===== src/rtl/pio_edge_scheduler_pkg.sv =====
// Shared constants and types for the PIO edge scheduler.
// Holds the PIO register map and the sequencer state encoding.
package pio_sched_pkg;

    localparam logic [1:0] PIO_ADDR_DATA = 2'd0;
    localparam logic [1:0] PIO_ADDR_MASK = 2'd2;
    localparam logic [1:0] PIO_ADDR_EDGE = 2'd3;

    typedef enum logic [2:0] {
        INIT_MASK,
        IDLE,
        RD_CAP,
        RD_WAIT,
        CLR_CAP
    } state_t;

endpackage


===== src/rtl/pio_edge_scheduler_rr_pick.sv =====
// Round-robin picker: first set bit of req at or above ptr, wrapping.
// Ports: req/ptr in; any (req non-zero) and idx (winning bit) out.
module rr_pick #(
    parameter int WIDTH = 32,
    parameter int IDX_W = 5
) (
    input  logic [WIDTH-1:0] req,
    input  logic [IDX_W-1:0] ptr,
    output logic             any,
    output logic [IDX_W-1:0] idx
);

    logic [WIDTH-1:0] rot;
    logic [IDX_W-1:0] pos;
    logic [IDX_W:0]   sum;

    // Rotate so that bit ptr lands on bit 0; ptr==0 gives a full shift of 0.
    assign rot = (req >> ptr) | (req << (WIDTH - int'(ptr)));
    assign any = |req;

    always_comb begin
        pos = '0;
        for (int i = WIDTH - 1; i >= 0; i--) begin
            if (rot[i]) begin
                pos = IDX_W'(i);
            end
        end
    end

    always_comb begin
        sum = {1'b0, ptr} + {1'b0, pos};
        if (sum >= (IDX_W + 1)'(WIDTH)) begin
            sum = sum - (IDX_W + 1)'(WIDTH);
        end
        idx = sum[IDX_W-1:0];
    end

endmodule


===== src/rtl/pio_edge_scheduler.sv =====
// Avalon-MM master servicing an edge-capturing PIO: programs irq_mask,
// harvests and write-1-clears edge_capture, dispatches bits round-robin.
// Ports: clk/reset; cfg_mask(+_wr) mask programming; avm_* PIO master;
// pio_irq level irq; evt_valid/evt_index/evt_ready dispatch handshake;
// overrun sticky re-capture flags (overrun_clr clears); busy = not IDLE.
module pio_edge_scheduler
    import pio_sched_pkg::*;
#(
    parameter int WIDTH       = 32,
    parameter int IDX_W       = 5,
    parameter int POLL_CYCLES = 1024
) (
    input  logic             clk,
    input  logic             reset,
    input  logic [WIDTH-1:0] cfg_mask,
    input  logic             cfg_mask_wr,
    output logic [1:0]       avm_address,
    output logic             avm_chipselect,
    output logic             avm_write_n,
    output logic [WIDTH-1:0] avm_writedata,
    input  logic [WIDTH-1:0] avm_readdata,
    input  logic             pio_irq,
    output logic             evt_valid,
    output logic [IDX_W-1:0] evt_index,
    input  logic             evt_ready,
    output logic [WIDTH-1:0] overrun,
    input  logic             overrun_clr,
    output logic             busy
);

    localparam int PW = (POLL_CYCLES > 2) ? $clog2(POLL_CYCLES) : 1;
    localparam logic [PW-1:0] POLL_LAST =
        PW'((POLL_CYCLES > 0) ? (POLL_CYCLES - 1) : 0);
    localparam bit POLL_EN = (POLL_CYCLES != 0);
    localparam logic [IDX_W-1:0] IDX_TOP = IDX_W'(WIDTH - 1);

    state_t           state;
    state_t           state_nx;
    logic [WIDTH-1:0] pending;
    logic [WIDTH-1:0] harvest;
    logic [WIDTH-1:0] capture;
    logic [WIDTH-1:0] accepted;
    logic [IDX_W-1:0] rr_ptr;
    logic [IDX_W-1:0] ptr_nx;
    logic [PW-1:0]    poll_cnt;
    logic             poll_hit;
    logic             mask_req;
    logic             mask_due;
    logic             pick_any;
    logic [IDX_W-1:0] pick_idx;
    logic             accept;

    rr_pick #(
        .WIDTH (WIDTH),
        .IDX_W (IDX_W)
    ) u_pick (
        .req (pending),
        .ptr (rr_ptr),
        .any (pick_any),
        .idx (pick_idx)
    );

    assign evt_valid = pick_any;
    assign evt_index = pick_any ? pick_idx : '0;
    assign accept    = evt_valid & evt_ready;
    assign accepted  = accept ?
        ({{(WIDTH-1){1'b0}}, 1'b1} << pick_idx) : '0;
    assign ptr_nx    = (pick_idx == IDX_TOP) ? '0 : pick_idx + 1'b1;

    // Read data is valid in RD_WAIT; it merges into pending that same cycle.
    assign capture  = (state == RD_WAIT) ? avm_readdata : '0;
    assign poll_hit = POLL_EN && (poll_cnt == POLL_LAST);
    assign mask_due = mask_req | cfg_mask_wr;
    assign busy     = (state != IDLE);

    always_comb begin
        state_nx = state;
        unique case (state)
            INIT_MASK: state_nx = IDLE;
            IDLE: begin
                if (mask_due) begin
                    state_nx = INIT_MASK;
                end else if (pio_irq || poll_hit) begin
                    state_nx = RD_CAP;
                end
            end
            RD_CAP:  state_nx = RD_WAIT;
            RD_WAIT: state_nx = CLR_CAP;
            CLR_CAP: state_nx = IDLE;
            default: state_nx = INIT_MASK;
        endcase
    end

    // Bus strobes are decoded from state; reset suppresses any in-flight
    // access so an interrupted transaction is simply abandoned.
    always_comb begin
        avm_chipselect = 1'b0;
        avm_write_n    = 1'b1;
        avm_address    = PIO_ADDR_DATA;
        avm_writedata  = '0;
        if (!reset) begin
            unique case (state)
                INIT_MASK: begin
                    avm_chipselect = 1'b1;
                    avm_write_n    = 1'b0;
                    avm_address    = PIO_ADDR_MASK;
                    avm_writedata  = cfg_mask;
                end
                RD_CAP: begin
                    avm_chipselect = 1'b1;
                    avm_address    = PIO_ADDR_EDGE;
                end
                RD_WAIT: begin
                    avm_address = PIO_ADDR_EDGE;
                end
                CLR_CAP: begin
                    avm_address = PIO_ADDR_EDGE;
                    if (|harvest) begin
                        avm_chipselect = 1'b1;
                        avm_write_n    = 1'b0;
                        avm_writedata  = harvest;
                    end
                end
                default: begin
                end
            endcase
        end
    end

    always_ff @(posedge clk) begin
        if (reset) begin
            state    <= INIT_MASK;
            pending  <= '0;
            harvest  <= '0;
            overrun  <= '0;
            rr_ptr   <= '0;
            poll_cnt <= '0;
            mask_req <= 1'b0;
        end else begin
            state   <= state_nx;
            pending <= (pending & ~accepted) | capture;
            // A bit accepted in the same cycle it is re-captured is a
            // fresh event, not a lost one.
            overrun <= (overrun_clr ? '0 : overrun)
                     | (capture & pending & ~accepted);
            if (state == RD_WAIT) begin
                harvest <= avm_readdata;
            end
            if (accept) begin
                rr_ptr <= ptr_nx;
            end
            if (state == IDLE && state_nx == IDLE) begin
                poll_cnt <= poll_cnt + 1'b1;
            end else begin
                poll_cnt <= '0;
            end
            // One INIT_MASK pass absorbs every request seen so far.
            if (state == IDLE && state_nx == INIT_MASK) begin
                mask_req <= 1'b0;
            end else if (cfg_mask_wr) begin
                mask_req <= 1'b1;
            end
        end
    end

endmodule

===== config.mk =====
export PLATFORM = sky130hd
export DESIGN_NAME = pio_edge_scheduler
export DESIGN_NICKNAME = d
export VERILOG_FILES = /design/src/rtl/pio_edge_scheduler_pkg.sv /design/src/rtl/pio_edge_scheduler_rr_pick.sv /design/src/rtl/pio_edge_scheduler.sv
export SDC_FILE = /design/constraint.sdc
export NUM_CORES = 1
export LEC_CHECK = 0
export CAP_MARGIN = 20
export CELL_PAD_IN_SITES_DETAIL_PLACEMENT = 1
export CELL_PAD_IN_SITES_GLOBAL_PLACEMENT = 1
export CORE_MARGIN = 2
export CORE_UTILIZATION = 33
export CTS_CLUSTER_DIAMETER = 80
export CTS_CLUSTER_SIZE = 25
export DETAILED_ROUTE_END_ITERATION = 12
export DONT_BUFFER_PORTS = 1
export PLACE_DENSITY = 0.68
export SLEW_MARGIN = 20
export SYNTH_ARGS = -nofsm -noshare
export SYNTH_HDL_FRONTEND = slang
export SYNTH_SLANG_ARGS = --single-unit
export TNS_END_PERCENT = 1

===== constraint.sdc =====
create_clock -name clk -period 10.9 [get_ports clk]
set_input_delay 0 -clock clk [delete_from_list [all_inputs] [get_ports clk]]
set_output_delay 0 -clock clk [all_outputs]
set_load 0.02 [all_outputs]

==> flow_summary.yaml, run 1 <==
logic_synthesis:
  synth.most_common_cell: "nand2_1"
  synth_flop_cell: "dfxtp_1"
  synth_top_area_share_pct: 22.5
  synthArstFlopShare_pct: 0
  synth_area_mm2: 0.0102
  synth-edff-count: 0
  synth_area_per_cell_um2: 8.03
  syn_inst: 1274
  synth_seq_area_share_pct: 22.5
  synthTopCellsByArea: "dfxtp_1 23%, mux4_2 13%, nand2_1 6.8%"
  synth_top_area_cell: "dfxtp_1"
  yosys_warnings: 0
  synth_seq_cells: 115
  synthesis.nets: 1358
  yosys-top-cells-count: "186 x nand2_1, 115 x dfxtp_1, 110 x a21oi_1"
  synth_cell_types: 83
floorplan:
  rows: 64
  die_x_um: 180
  ioPinCount: 145
  die-area_mm2: 0.0324
  start_util_pct: 33.4
  coreArea_mm2: 0.0306
  die_height_um: 180
outcome:
  outcome: "finished, final reports clean"
place:
  post-place-ws_ps: 3430
  place_area_mm2: 0.0103
  portBuffers: 0
  place_hpwl_um: 31500
  gp_congestion: 0.966
  dp.cells: 1565
clocking:
  cts_buffers: 17
  clock-sinks: 115
  post-cts-setup-buffers: 0
  path_clk_slew_ps: 60
  htreeDepth: 4
  worstSkewPairLatency_ps: 420
  cts_hold_buffers: 38
  cts_resized: 0
  cts_tree: "done"
  cts_buffer_depth: 2
  root_buffer: "clkbuf_16"
global_route:
  use_met2_pct: 41.0
  globalRouteTotalUtil_pct: 26.4
  use_met3_pct: 5.68
  grt_max_degree: 74
  busiest_layer: "met2"
  overflow: 0
  antenna_found_initial: 0
  use_met1_pct: 34.7
  first_global_vias: 10900
  grt_pass1_wl_um: 67000
worst_setup_path:
  reg2reg_to: "pending[23]"
  r2r_slack_ps: 3370
  reg2reg_from: "rr_ptr[0]"
  worstPathMaxFanout: 57
  path_class: "reg2reg"
  endpoint_kind: "flop"
  cp.arrival_ps: 7780
  reg2reg_depth: 25
  cp-start-kind: "flop"
  cp.required_ps: 11150
sta:
  finalHoldViolCount: 0
  slew_headroom_pct: 20.8
  fin_crit_sh_pct: 69.1
  final.setup.worst_slack_ps: 3370
  min_period_ps: 7530
  fmax_ghz: 0.133
  worstMarginPinSlew_ps: 1190
  tns_ps: 0
  slew_viol_final: 0
  setup_viol: 0
  grt_setup_unrepaired: "false"
  fin_worst_skew_ps: 13.3
worst_hold_path:
  worstHoldStart: "overrun_clr"
  hp-class: "in2reg"
  min_to: "overrun[10]"
  hold_path_depth: 4
routing:
  ant_nets: 0
  first_pass_iters: 6
  avgViaCountPerCell: 6.58
  vias: 10800
  drt_iter0_markers: 1161
  wire_per_inst_um: 26.7
  wl_um: 43700
  drc: 0
cells_and_area:
  fin_cells: 1636
  nFillCells: 3656
  antenna_cells: 0
  final_cell_area_mm2: 0.0114
  nets: 1311
  drive_gt1_share_pct: 14.0
  multi_input_area_mm2: 0.00732
  seq_area_mm2: 0.00231
  areaGrowthSynthToFinish_pct: 11.0
power_and_ir_drop:
  powerDensity_mw_per_mm2: 291
  ir_drop_mv: 0.205
  p_leak_nw: 3.68
run:
  maxCapViolCount: 0
==> cells in the final DEF, fill, tap and decap left out, types with 7 or more instances in the layout <==
| cell | instances |
|---|---|
| mux4_2 | 59 |
| nand2_1 | 186 |
| inv_1 | 9 |
| nor3_1 | 25 |
| mux2i_1 | 53 |
| nand3_1 | 52 |
| a22oi_1 | 41 |
| nand4_1 | 30 |
| dlygate4sd3_1 | 37 |
| o211ai_2 | 8 |
| ha_1 | 12 |
| o211ai_1 | 13 |
| clkbuf_16 | 17 |
| and3_1 | 9 |
| nor3b_1 | 7 |
| mux2_2 | 25 |
| a2111oi_0 | 8 |
| a21oi_1 | 110 |
| o22a_1 | 7 |
| and2_1 | 7 |
| buf_4 | 22 |
| o21ai_0 | 45 |
| nand2b_1 | 14 |
| o22ai_1 | 10 |
| nor2b_1 | 17 |
| dfxtp_1 | 112 |
| nor4_1 | 22 |
| o31ai_1 | 19 |
| nor2_1 | 87 |
| a31oi_1 | 10 |
| a211oi_1 | 27 |
| xnor2_1 | 9 |
==> where the power goes <==
part / internal, W / switching, W / leakage [nW] / total, W
Clock: 0.000365 / 0.000208 / 0.289 / 0.000572
Combinational: 0.000691 / 0.00156 / 2.46 / 0.00225
Sequential: 0.000434 / 0.0000539 / 0.930 / 0.000488
==> cells by family (layout without fill, tap and decap cells) <==
| logic type | Yosys count | after routing | synth area share (%) |
|---|---|---|---|
| XOR/XNOR | 15 | 15 | 1.28 |
| AND/OR/NAND/NOR | 490 | 490 | 22.8 |
| multiplexers | 139 | 139 | 21.2 |
| AO/OA/AOI/OAI | 361 | 361 | 24.0 |
| buffers and inverters | 140 | 106 | 6.44 |
| adder cells (fa/ha/maj) | 14 | 14 | 1.79 |
| flip-flops | 115 | 115 | 22.5 |
==> routing by layer <==
metal	share of wire [%]	wire, um	vias up
met1	41	17900	5303
met2	44	19400	596
met4	5.3	2310	0
li1	-	-	4744
met5	0	0	-
met3	9.6	4180	129
==> registers in the layout, indices dropped and copies added (netlist names) <==
register / cells
rr_ptr: 5
state: 3
harvest: 32
mask_req: 1
poll_cnt: 10
pending: 32
overrun: 32
==> through the flow <==
stage / hold slack [ps] / util [%] / power (W)
floorplan: 87.0 / - / 0.00202
global placement: 80.9 / 33.8 / 0.00265
detailed placement: 81.3 / 33.8 / 0.00268
CTS: 70.7 / 37.1 / 0.00328
global route: 85.1 / 37.1 / 0.00349
finish: 79.6 / 37.1 / 0.00331
==> worst max-delay path: stages, from the launching register on <==
cell and delay, ps:
dfxtp_4 570, clkinv_1 110, buf_4 260, ha_2 360, buf_4 570, mux4_2 470
nand3_1 120, a211oi_1 90, a2111oi_0 930, nand2b_1 210, nand2_1 60, a221o_1 340
a211oi_1 250, o21ai_0 120, ha_1 210, inv_1 80, fa_1 210, inv_1 50
a21o_1 170, a21oi_1 170, xnor2_1 110, or4_1 430, o221ai_2 160, buf_4 260
nor3b_4 770, a311oi_1 200
==> final cells by class <==
type                       instances  share of cell area, %
multi-input combinational       1019                   64.4
sequential                       115                   20.3
timing repair buffer              61                   5.20
tap                              396                   4.36
clock buffer                      19                   3.90
clock inverter                    13                   1.40
inverter                          13                  0.430
==> worst max-delay path by stage <==
stage              start  cells after the start  slack [ps]          end
6_report       rr_ptr[0]                     25        3370  pending[23]
5_1_grt        rr_ptr[0]                     22        2870  pending[23]
4_1_cts        rr_ptr[0]                     25        3370  pending[23]
3_5_place_dp   rr_ptr[0]                     25        3430  pending[23]
3_3_place_gp   rr_ptr[0]                     25        3550  pending[23]
2_1_floorplan  rr_ptr[0]                     34        4210    rr_ptr[3]
No activity file was read; power rests on OpenSTA's default activity.
==> inputs of run 2 (changes only) <==
Settings changed: PLACE_DENSITY 0.68 to 0.7.
Clock period 10.9 ns to 6 ns, I/O delays scaled along.
==> flow_summary.yaml, run 2 (synthesized netlist as in run 1, its figures left out) <==
sta:
  worstMarginPinSlew_ps: 1060
  slew_viol_final: 0
  finalHoldViolCount: 0
  fmax_ghz: 0.173
  fin_worst_skew_ps: 14.3
  fin_crit_sh_pct: 96.1
  tns_ps: 0
  setup_viol: 0
  min_period_ps: 5770
  slew_headroom_pct: 29.3
clocking:
  cts_buffers: 17
  worstSkewPairLatency_ps: 420
  cts_tree: "done"
  path_clk_slew_ps: 70
  htreeDepth: 4
  root_buffer: "clkbuf_16"
  cts_buffer_depth: 2
  clock-sinks: 115
routing:
  ant_nets: 0
  wl_um: 48500
  first_pass_iters: 5
  wire_per_inst_um: 27.3
  drc: 0
  vias: 11600
  avgViaCountPerCell: 6.53
  drt_iter0_markers: 1324
cells_and_area:
  areaGrowthSynthToFinish_pct: 25.1
  antenna_cells: 0
  mostFrequentLayoutCells: "186 x nand2_1, 144 x buf_4, 111 x dfxtp_1, 108 x a21oi_1, 87 x nor2_1"
  nets: 1451
  drive_gt1_share_pct: 24.4
  reg.largest.list: "harvest x32, overrun x32, pending x32"
  fin_cells: 1776
  final_cell_area_mm2: 0.0128
  layout.cells.most_common: "nand2_1"
power_and_ir_drop:
  ir_drop_mv: 0.400
  powerDensity_mw_per_mm2: 589
  p_leak_nw: 4.48
worst_setup_path:
  reg2reg_from: "rr_ptr[1]"
  worstPathMaxFanout: 20
  r2r_slack_ps: 340
  cp.arrival_ps: 5770
  endpoint_kind: "output pin"
  cp.required_ps: 6000
  cp-start-kind: "flop"
  path_class: "reg2out"
  reg2reg_depth: 24
  reg2reg_to: "pending[27]"
worst_hold_path:
  hp-class: "in2reg"
  hold_path_depth: 3
  min_to: "pending[25]"
  worstHoldStart: "evt_ready"
global_route:
  first_global_vias: 11800
  grt_pass1_wl_um: 73500
  grt_max_degree: 74
  overflow: 0
  globalRouteTotalUtil_pct: 29.0
  antenna_found_initial: 0
place:
  portBuffers: 0
  gp_congestion: 0.995
  place_area_mm2: 0.0114
  dp.cells: 1691
  place_hpwl_um: 35600
floorplan:
  die_x_um: 180
  ioPinCount: 145
  start_util_pct: 33.4
  rows: 64
  coreArea_mm2: 0.0306
  die_height_um: 180
  die-area_mm2: 0.0324
run:
  maxCapViolCount: 0
outcome:
  outcome: "finished, final reports clean"
run 2: worst max-delay path by stage:
stage / cells past startpoint / from / slack (ps) / endpoint
3_5_place_dp: 26 / rr_ptr[0] / 90 / overrun[29]
3_3_place_gp: 25 / rr_ptr[0] / 140 / pending[19]
4_1_cts: 24 / rr_ptr[0] / 30 / evt_index[4]
6_report: 23 / rr_ptr[1] / 230 / evt_index[4]
2_1_floorplan: 31 / rr_ptr[0] / 4 / overrun[16]
5_1_grt: 25 / rr_ptr[0] / -3 / evt_index[4]
run 2: timing repair:
item                       CTS  global route
pin swaps                    3             8
hold buffers                36             0
resized for setup           19            14
buffers inserted             7             6
gates cloned                 2             1
setup endpoints to repair    1            65
hold endpoints to repair   115             0
run 2: critical path, stage by stage, from the launching register on:
cell and delay [ps]:
dfxtp_2 330, buf_4 230, buf_4 330, mux2_2 400
mux2i_1 360, o221ai_1 240, a222oi_1 430, buf_4 210
nand3_1 80, a221o_1 290, a211oi_2 200, o21ai_1 110
ha_1 200, inv_1 80, fa_2 200, inv_1 40
a21o_1 180, a21oi_2 140, xnor2_1 90, or4_1 420
o221ai_2 240, buf_12 170, buf_8 140, and2_4 190
run 2: final cells by class:
type	instances	area, um^2
repair buffers	201	1890
clock inverters	14	154
flip-flops and latches	115	2310
fillers	3638	17800
clock buffers	18	429
well taps	396	495
inverters	13	53.8
multi-input cells	1019	7460
run 2: power breakdown:
part	total, W	switching, W	internal, W
registers	0.000837	0.0000488	0.000788
logic	0.00568	0.00338	0.00230
clock network	0.00102	0.000403	0.000616
run 2: per-stage QoR:
step	hold WS (ps)	power [W]	setup slack, ps	util [%]
6_report	69.2	0.00754	232	41.8
3_5_place_dp	83.7	0.00593	89.5	37.4
5_1_grt	84.6	0.00788	-2.55	41.8
2_1_floorplan	87.0	0.00374	3.78	-
4_1_cts	50.0	0.00724	34.4	41.3
3_3_place_gp	81.6	0.00589	144	37.4
run 2: routing by layer:
layer / up-vias / global-route usage (%) / share of wire (%)
met1: 5697 / 36.6 / 40
met5: - / 0 / 0
met2: 711 / 47.2 / 46
met3: 167 / 5.62 / 8.7
met4: 0 / 15.0 / 5.5
li1: 5027 / - / -
